`src/rtl/stream_pkg.sv`:
```
// Shared stream-path definitions: payload width default and FIFO pointer sizing helpers.
package stream_pkg;

  // Default payload width shared by the FIFO and the downstream register slice.
  localparam int unsigned STREAM_DATA_WIDTH = 32;

  // Pointer width for a wrap-bit FIFO: index bits plus one wrap bit.
  function automatic int unsigned ptr_width(input int unsigned depth);
    return $clog2(depth) + 1;
  endfunction

  // True when depth is a power of two (zero excluded).
  function automatic bit is_pow2(input int unsigned depth);
    return (depth != 0) && ((depth & (depth - 1)) == 0);
  endfunction

endpackage

```
`src/rtl/stream_fifo_ptr.sv`:
```
// Wrap-bit FIFO pointer: AW index bits plus an MSB that toggles every time the index wraps.
module stream_fifo_ptr #(
  parameter int unsigned AW = 2
) (
  input  logic        clk,
  input  logic        rst_n,
  input  logic        en,
  output logic [AW:0] o_ptr
);

  logic [AW:0] ptr_q;
  logic [AW:0] ptr_d;

  // Next pointer: advance by one when enabled; the carry into the MSB is the wrap toggle.
  always_comb begin
    // NOTE: default first so every path assigns ptr_d and no latch is inferred.
    ptr_d = ptr_q;
    if (en) begin
      ptr_d = ptr_q + (AW + 1)'(1);
    end
  end

  // Pointer register, cleared asynchronously.
  always_ff @(posedge clk or negedge rst_n) begin
    // NOTE: non-blocking assignments keep all flops updating from pre-edge values.
    if (!rst_n) begin
      ptr_q <= '0;
    end else begin
      ptr_q <= ptr_d;
    end
  end

  assign o_ptr = ptr_q;

endmodule

```
`src/rtl/stream_sync_fifo.sv`:
```
// Synchronous valid/ready FIFO feeding register_slice.
// Optional macro STREAM_SYNC_FIFO_BYPASS_EN: when empty, an incoming beat is presented
// combinationally on the output and, if taken in the same cycle, never written.
import stream_pkg::*;

module stream_sync_fifo #(
  parameter  int unsigned DATA_WIDTH = STREAM_DATA_WIDTH,
  parameter  int unsigned DEPTH      = 4,
  localparam int unsigned AW         = $clog2(DEPTH)
) (
  input  logic                  clk,
  input  logic                  rst_n,
  input  logic                  i_valid,
  output logic                  o_ready,
  input  logic [DATA_WIDTH-1:0] i_data,
  output logic                  o_valid,
  input  logic                  i_ready,
  output logic [DATA_WIDTH-1:0] o_data,
  output logic [AW:0]           o_count,
  output logic                  o_full,
  output logic                  o_empty
);

  if (DEPTH < 2 || !is_pow2(DEPTH) || ptr_width(DEPTH) != AW + 1) begin : g_bad_depth
    $error("stream_sync_fifo: DEPTH must be a power of two and at least 2");
  end

  typedef struct packed {
    logic          wrap;
    logic [AW-1:0] idx;
  } ptr_t;

  logic [AW:0] wptr_raw;
  logic [AW:0] rptr_raw;
  ptr_t        wptr;
  ptr_t        rptr;
  logic        full;
  logic        empty;
  logic        push;
  logic        pop;
  logic        wr_en;

  logic [DATA_WIDTH-1:0] mem_q [DEPTH];
  logic [DATA_WIDTH-1:0] mem_d [DEPTH];

  assign wptr  = ptr_t'(wptr_raw);
  assign rptr  = ptr_t'(rptr_raw);
  assign empty = (wptr == rptr);
  assign full  = (wptr.idx == rptr.idx) && (wptr.wrap != rptr.wrap);

  assign o_ready = !full;
  assign o_empty = empty;
  assign o_full  = full;
  assign o_count = wptr_raw - rptr_raw;
  assign push    = i_valid && o_ready;

`ifdef STREAM_SYNC_FIFO_BYPASS_EN
  logic bypass;
  // An empty FIFO forwards the incoming beat; a beat taken on the spot never touches storage.
  assign bypass  = empty && i_valid && i_ready;
  assign o_valid = !empty || i_valid;
  assign o_data  = empty ? i_data : mem_q[rptr.idx];
  assign pop     = !empty && i_ready;
  assign wr_en   = push && !bypass;
`else
  assign o_valid = !empty;
  assign o_data  = mem_q[rptr.idx];
  assign pop     = o_valid && i_ready;
  assign wr_en   = push;
`endif

  stream_fifo_ptr #(.AW(AW)) u_wptr (
    .clk   (clk),
    .rst_n (rst_n),
    .en    (wr_en),
    .o_ptr (wptr_raw)
  );

  stream_fifo_ptr #(.AW(AW)) u_rptr (
    .clk   (clk),
    .rst_n (rst_n),
    .en    (pop),
    .o_ptr (rptr_raw)
  );

  // Next storage contents: write the accepted beat at the write index.
  always_comb begin
    mem_d = mem_q;
    if (wr_en) begin
      mem_d[wptr.idx] = i_data;
    end
  end

  // Storage array, cleared on reset so o_data reads zero out of reset.
  always_ff @(posedge clk or negedge rst_n) begin
    if (!rst_n) begin
      // NOTE: the array is reset deliberately; a zero head payload after reset is part of the interface.
      for (int i = 0; i < DEPTH; i++) begin
        mem_q[i] <= '0;
      end
    end else begin
      mem_q <= mem_d;
    end
  end

endmodule

```
`config.mk`:
```
export PLATFORM = sky130hd
export DESIGN_NAME = stream_sync_fifo
export DESIGN_NICKNAME = d
export VERILOG_FILES = /design/src/rtl/stream_pkg.sv /design/src/rtl/stream_fifo_ptr.sv /design/src/rtl/stream_sync_fifo.sv
export SDC_FILE = /design/constraint.sdc
export NUM_CORES = 1
export LEC_CHECK = 0
export BUFFER_PORTS_ARGS = -buffer_cell sky130_fd_sc_hd__buf_2
export CAP_MARGIN = 20
export CORE_MARGIN = 8
export CORE_UTILIZATION = 45
export DETAILED_ROUTE_END_ITERATION = 10
export GPL_TIMING_DRIVEN = 1
export SLEW_MARGIN = 20
export SYNTH_ARGS = -nofsm -noshare
export SYNTH_HDL_FRONTEND = slang
export SYNTH_SLANG_ARGS = --single-unit
```
`constraint.sdc`:
```
create_clock -name clk -period 6.5 [get_ports clk]
set_clock_uncertainty 0.2 [all_clocks]
set_input_delay 1.3 -clock clk [delete_from_list [all_inputs] [get_ports clk]]
set_output_delay 1.3 -clock clk [all_outputs]
set_load 0.01 [all_outputs]
```
==> summary.md <==
| Metric | Value |
|---|---|
| Clk slew on worst S/H paths | 0.05 ns |
| Initial antenna violation count | 0 |
| Setup CP Type | reg2out |
| Antenna viol nets, final | 0 |
| Final Hold Viols | 0 |
| CP required | 5.00 ns |
| Row cnt | between 40 and 50 |
| Worst relative slew slack | 0.357 |
| Worst reg2reg path endpoint | mem_q[81]$_DFFE_PN0P_ |
| Number of buffers created by CTS | 17 |
| Status | finished clean |
| Syn. warnings | 0 |
| Synth Area in XOR/XNOR | 0.00736 |
| CTS Root Cell | clkbuf_16 |
| Final setup vio count | 0 |
| CTS max path bufs | 2 |
| RSZ-0062 raised after global routing | false |
| Maxcap violations | 0 |
| Simple-gate area share of the yosys netlist | 0.00736 |
| Reg2Reg Setup Slack | 3.33 ns |
| DR iter-0 viols | 153 |
| Largest net degree at the start of global routing | 70 |
| Vias in the first global route | between 3,000 and 4,000 |
| Die W | 131 um |
| First-pass GRT wire length | 19.7 mm |
| CTS H-tree depth | 4 |
| IO Pins | 75 |
| Tmin final | roughly 4.2 ns |
| Clk pwr share | 0.207 |
| Combinational family with the most area after synthesis | multiplexers |
| Per-cell routed wire length | ~19 um |
| R2r startpoint | u_rptr.o_ptr[1]$_DFFE_PN0P_ |
| Vias | 3,296 |
| CP Launch Type | flip-flop |
| GRT Resource Usage Total | 0.155 |
| Worst setup EP type | output pin |
| Hold Path Stages | 1 |
| Sw Share | 0.323 |
| Fin util | 0.538 |
| F_max | 239 MHz |
| Setup Fix Bufs, Post-CTS | 0 |
| Final setup TNS | 0 ns |
| Combinational share of power | 0.414 |
| Min Hold Slack | 0.297 ns |
| Core area | 13,100 um2 |
| Synthesized flop and latch total | 134 |
| IO buf count | 74 |
| Synthesized area | 5950 um2 |
| Fin nets | slightly below 500 |
| Tot Pwr | 4.14 mW |
| Via density | 5.28 |
| Fin. max-slew vios | 0 |
| Compound-Gate Fraction of Synth Area | 0.00673 |
| Initial core utilization | 0.455 |
| DRC violations left | 0 |
| Clk_lat worst skew | around 0.41 ns |
| Peak supply drop | 0.266 mV |
| Critical path arrival | 2.68 ns |
| Leakage power | slightly above 3 nW |
| Mean post-synth cell area | roughly 17 um2 |
| Syn Inst Count | 359 |
| Hold Buf Count CTS | 0 |
| Net switching power | 1.34 mW |
| Tcrit/Tclk final | 0.643 |
| Hold EP | mem_q[50]$_DFFE_PN0P_ |
| Sequential cell area fraction in the yosys report | 0.563 |
| Worst-margin pin slew | 0.964 ns |
| CTS sink count | approximately 130 |
| Worst Reg-to-Reg Cells | 6 |
| Adder-Cell Fraction of Synth Area | 0.0181 |
| Post-Syn Nets | 403 |
| # diodes | 0 |
| Drt total wl | 12.1 mm |
| Synth unique cells | 16 |
| Post-synthesis mux area share | 0.371 |
| GP Congestion | 0.713 |
| Die footprint | 17,200 um2 |
| Global route total overflow | 0 |
| P&R area growth vs syn | 18.3% |
| Critical path fanouts, max | 36 |
| Post-CTS resize count | 0 |
| Worst hold path class | reg2reg |
| Layout cells sized above 1 | 0.614 |
| Die Y | 131 um |
| Hold Startpoint | mem_q[50]$_DFFE_PN0P_ |
| CTS tree | yes |
| First drt pass iteration count | 4 |
| Post-DP HPWL | 7.36 mm |
| PD cells | 587 nW/um2 |
| Sequential fraction of design power | 0.379 |
| Int Pwr | approximately 2.8 mW |
[power by group through the flow]
| stage | sequential, mW | combinational (mW) | clock, mW |
|---|---|---|---|
| floorplan | 1.42 | 1.33 | 0 |
| global placement | 1.56 | 1.72 | 0 |
| detailed placement | 1.59 | 1.75 | 0 |
| CTS | 1.58 | 1.76 | 0.878 |
| global route | 1.64 | 1.86 | 0.913 |
| finish | 1.57 | 1.71 | 0.855 |
[through the flow]
step | std cells | instance area [um2] | setup WS (ns)
floorplan | 359 | 5950 | 3.11
global placement | 594 | 6510 | 2.79
detailed placement | 594 | 6510 | 2.73
CTS | 624 | 7040 | 2.29
global route | 624 | 7040 | 2.14
finish | 624 | 7040 | 2.32
[critical path, cell delays in order (launching register included)]
cell and delay, ns:
dfrtp_2 1.00, inv_1 0.11, ha_1 0.33, and2_1 0.46, nand2_1 0.13, inv_1 0.10
buf_2 0.14
[area by class of cell]
type	count	area (um2)
clock buffer	26	509
clock inverter	4	20.0
fill	1076	6040
inverter	8	30.0
multi-input combinational	196	2490
sequential	134	3360
tap	176	220
timing repair buffer	80	422
[state kept, by name, indices dropped and copies added, names as in the netlist]
name          count
mem_q           128
u_wptr.o_ptr      3
u_rptr.o_ptr      3
[cell usage after synthesis]
cell type | number | share of area
a21oi_1 | 4 | 0.0034
nand2_1 | 10 | 0.0063
clkbuf_1 | 6 | 0.0038
buf_4 | 12 | 0.015
inv_1 | 8 | 0.0050
mux4_2 | 32 | 0.12
mux2_2 | 131 | 0.25
mux2i_1 | 1 | 0.0017
dfrtp_1 | 134 | 0.56
o21ai_0 | 4 | 0.0034
xnor2_1 | 4 | 0.0059
buf_2 | 3 | 0.0025
xor2_1 | 1 | 0.0015
ha_1 | 7 | 0.015
and2_1 | 1 | 0.0011
fa_1 | 1 | 0.0034
[kinds of logic (layout without fill, tap and decap cells)]
family                   after synthesis  in the layout
AO/OA/AOI/OAI                          8              8
XOR/XNOR                               5              5
AND/OR/NAND/NOR                       11             11
multiplexers                         164            164
flip-flops                           134            134
buffers and inverters                 29            118
adder cells (fa/ha/maj)                8              8
[cell usage in the layout (no fill, tap or decap)]
master and instances:
dfrtp_1 132, mux2_2 131, buf_2 73, mux4_2 32, clkbuf_16 17, nand2_1 10, inv_1 8, ha_1 7
buf_4 6, clkbuf_8 5, xnor2_1 4, a21oi_4 4, o21ai_0 4, clkbuf_1 4, clkinv_2 4, dfrtp_2 2
xor2_1 1, and2_1 1, mux2i_1 1, fa_1 1, buf_6 1
[metal layers]
metal | track usage | part of all wire | up-vias
met2 | 0.252 | 0.50 | 54
met4 | 0.0648 | 0.016 | 0
met3 | 0.0467 | 0.052 | 17
met5 | 0 | 0 | -
li1 | - | - | 1473
met1 | 0.188 | 0.43 | 1752
[how the worst max path moves through the flow]
stage	start	to	depth (start not counted)
floorplan	u_rptr.o_ptr[1]$_DFFE_PN0P_	o_full	8
global route	u_rptr.o_ptr[1]$_DFFE_PN0P_	o_full	6
finish	u_rptr.o_ptr[1]$_DFFE_PN0P_	o_full	6
detailed placement	u_rptr.o_ptr[1]$_DFFE_PN0P_	o_full	6
CTS	u_rptr.o_ptr[1]$_DFFE_PN0P_	o_full	6
global placement	u_rptr.o_ptr[1]$_DFFE_PN0P_	o_full	6
No activity file was read; power rests on OpenSTA's default activity.
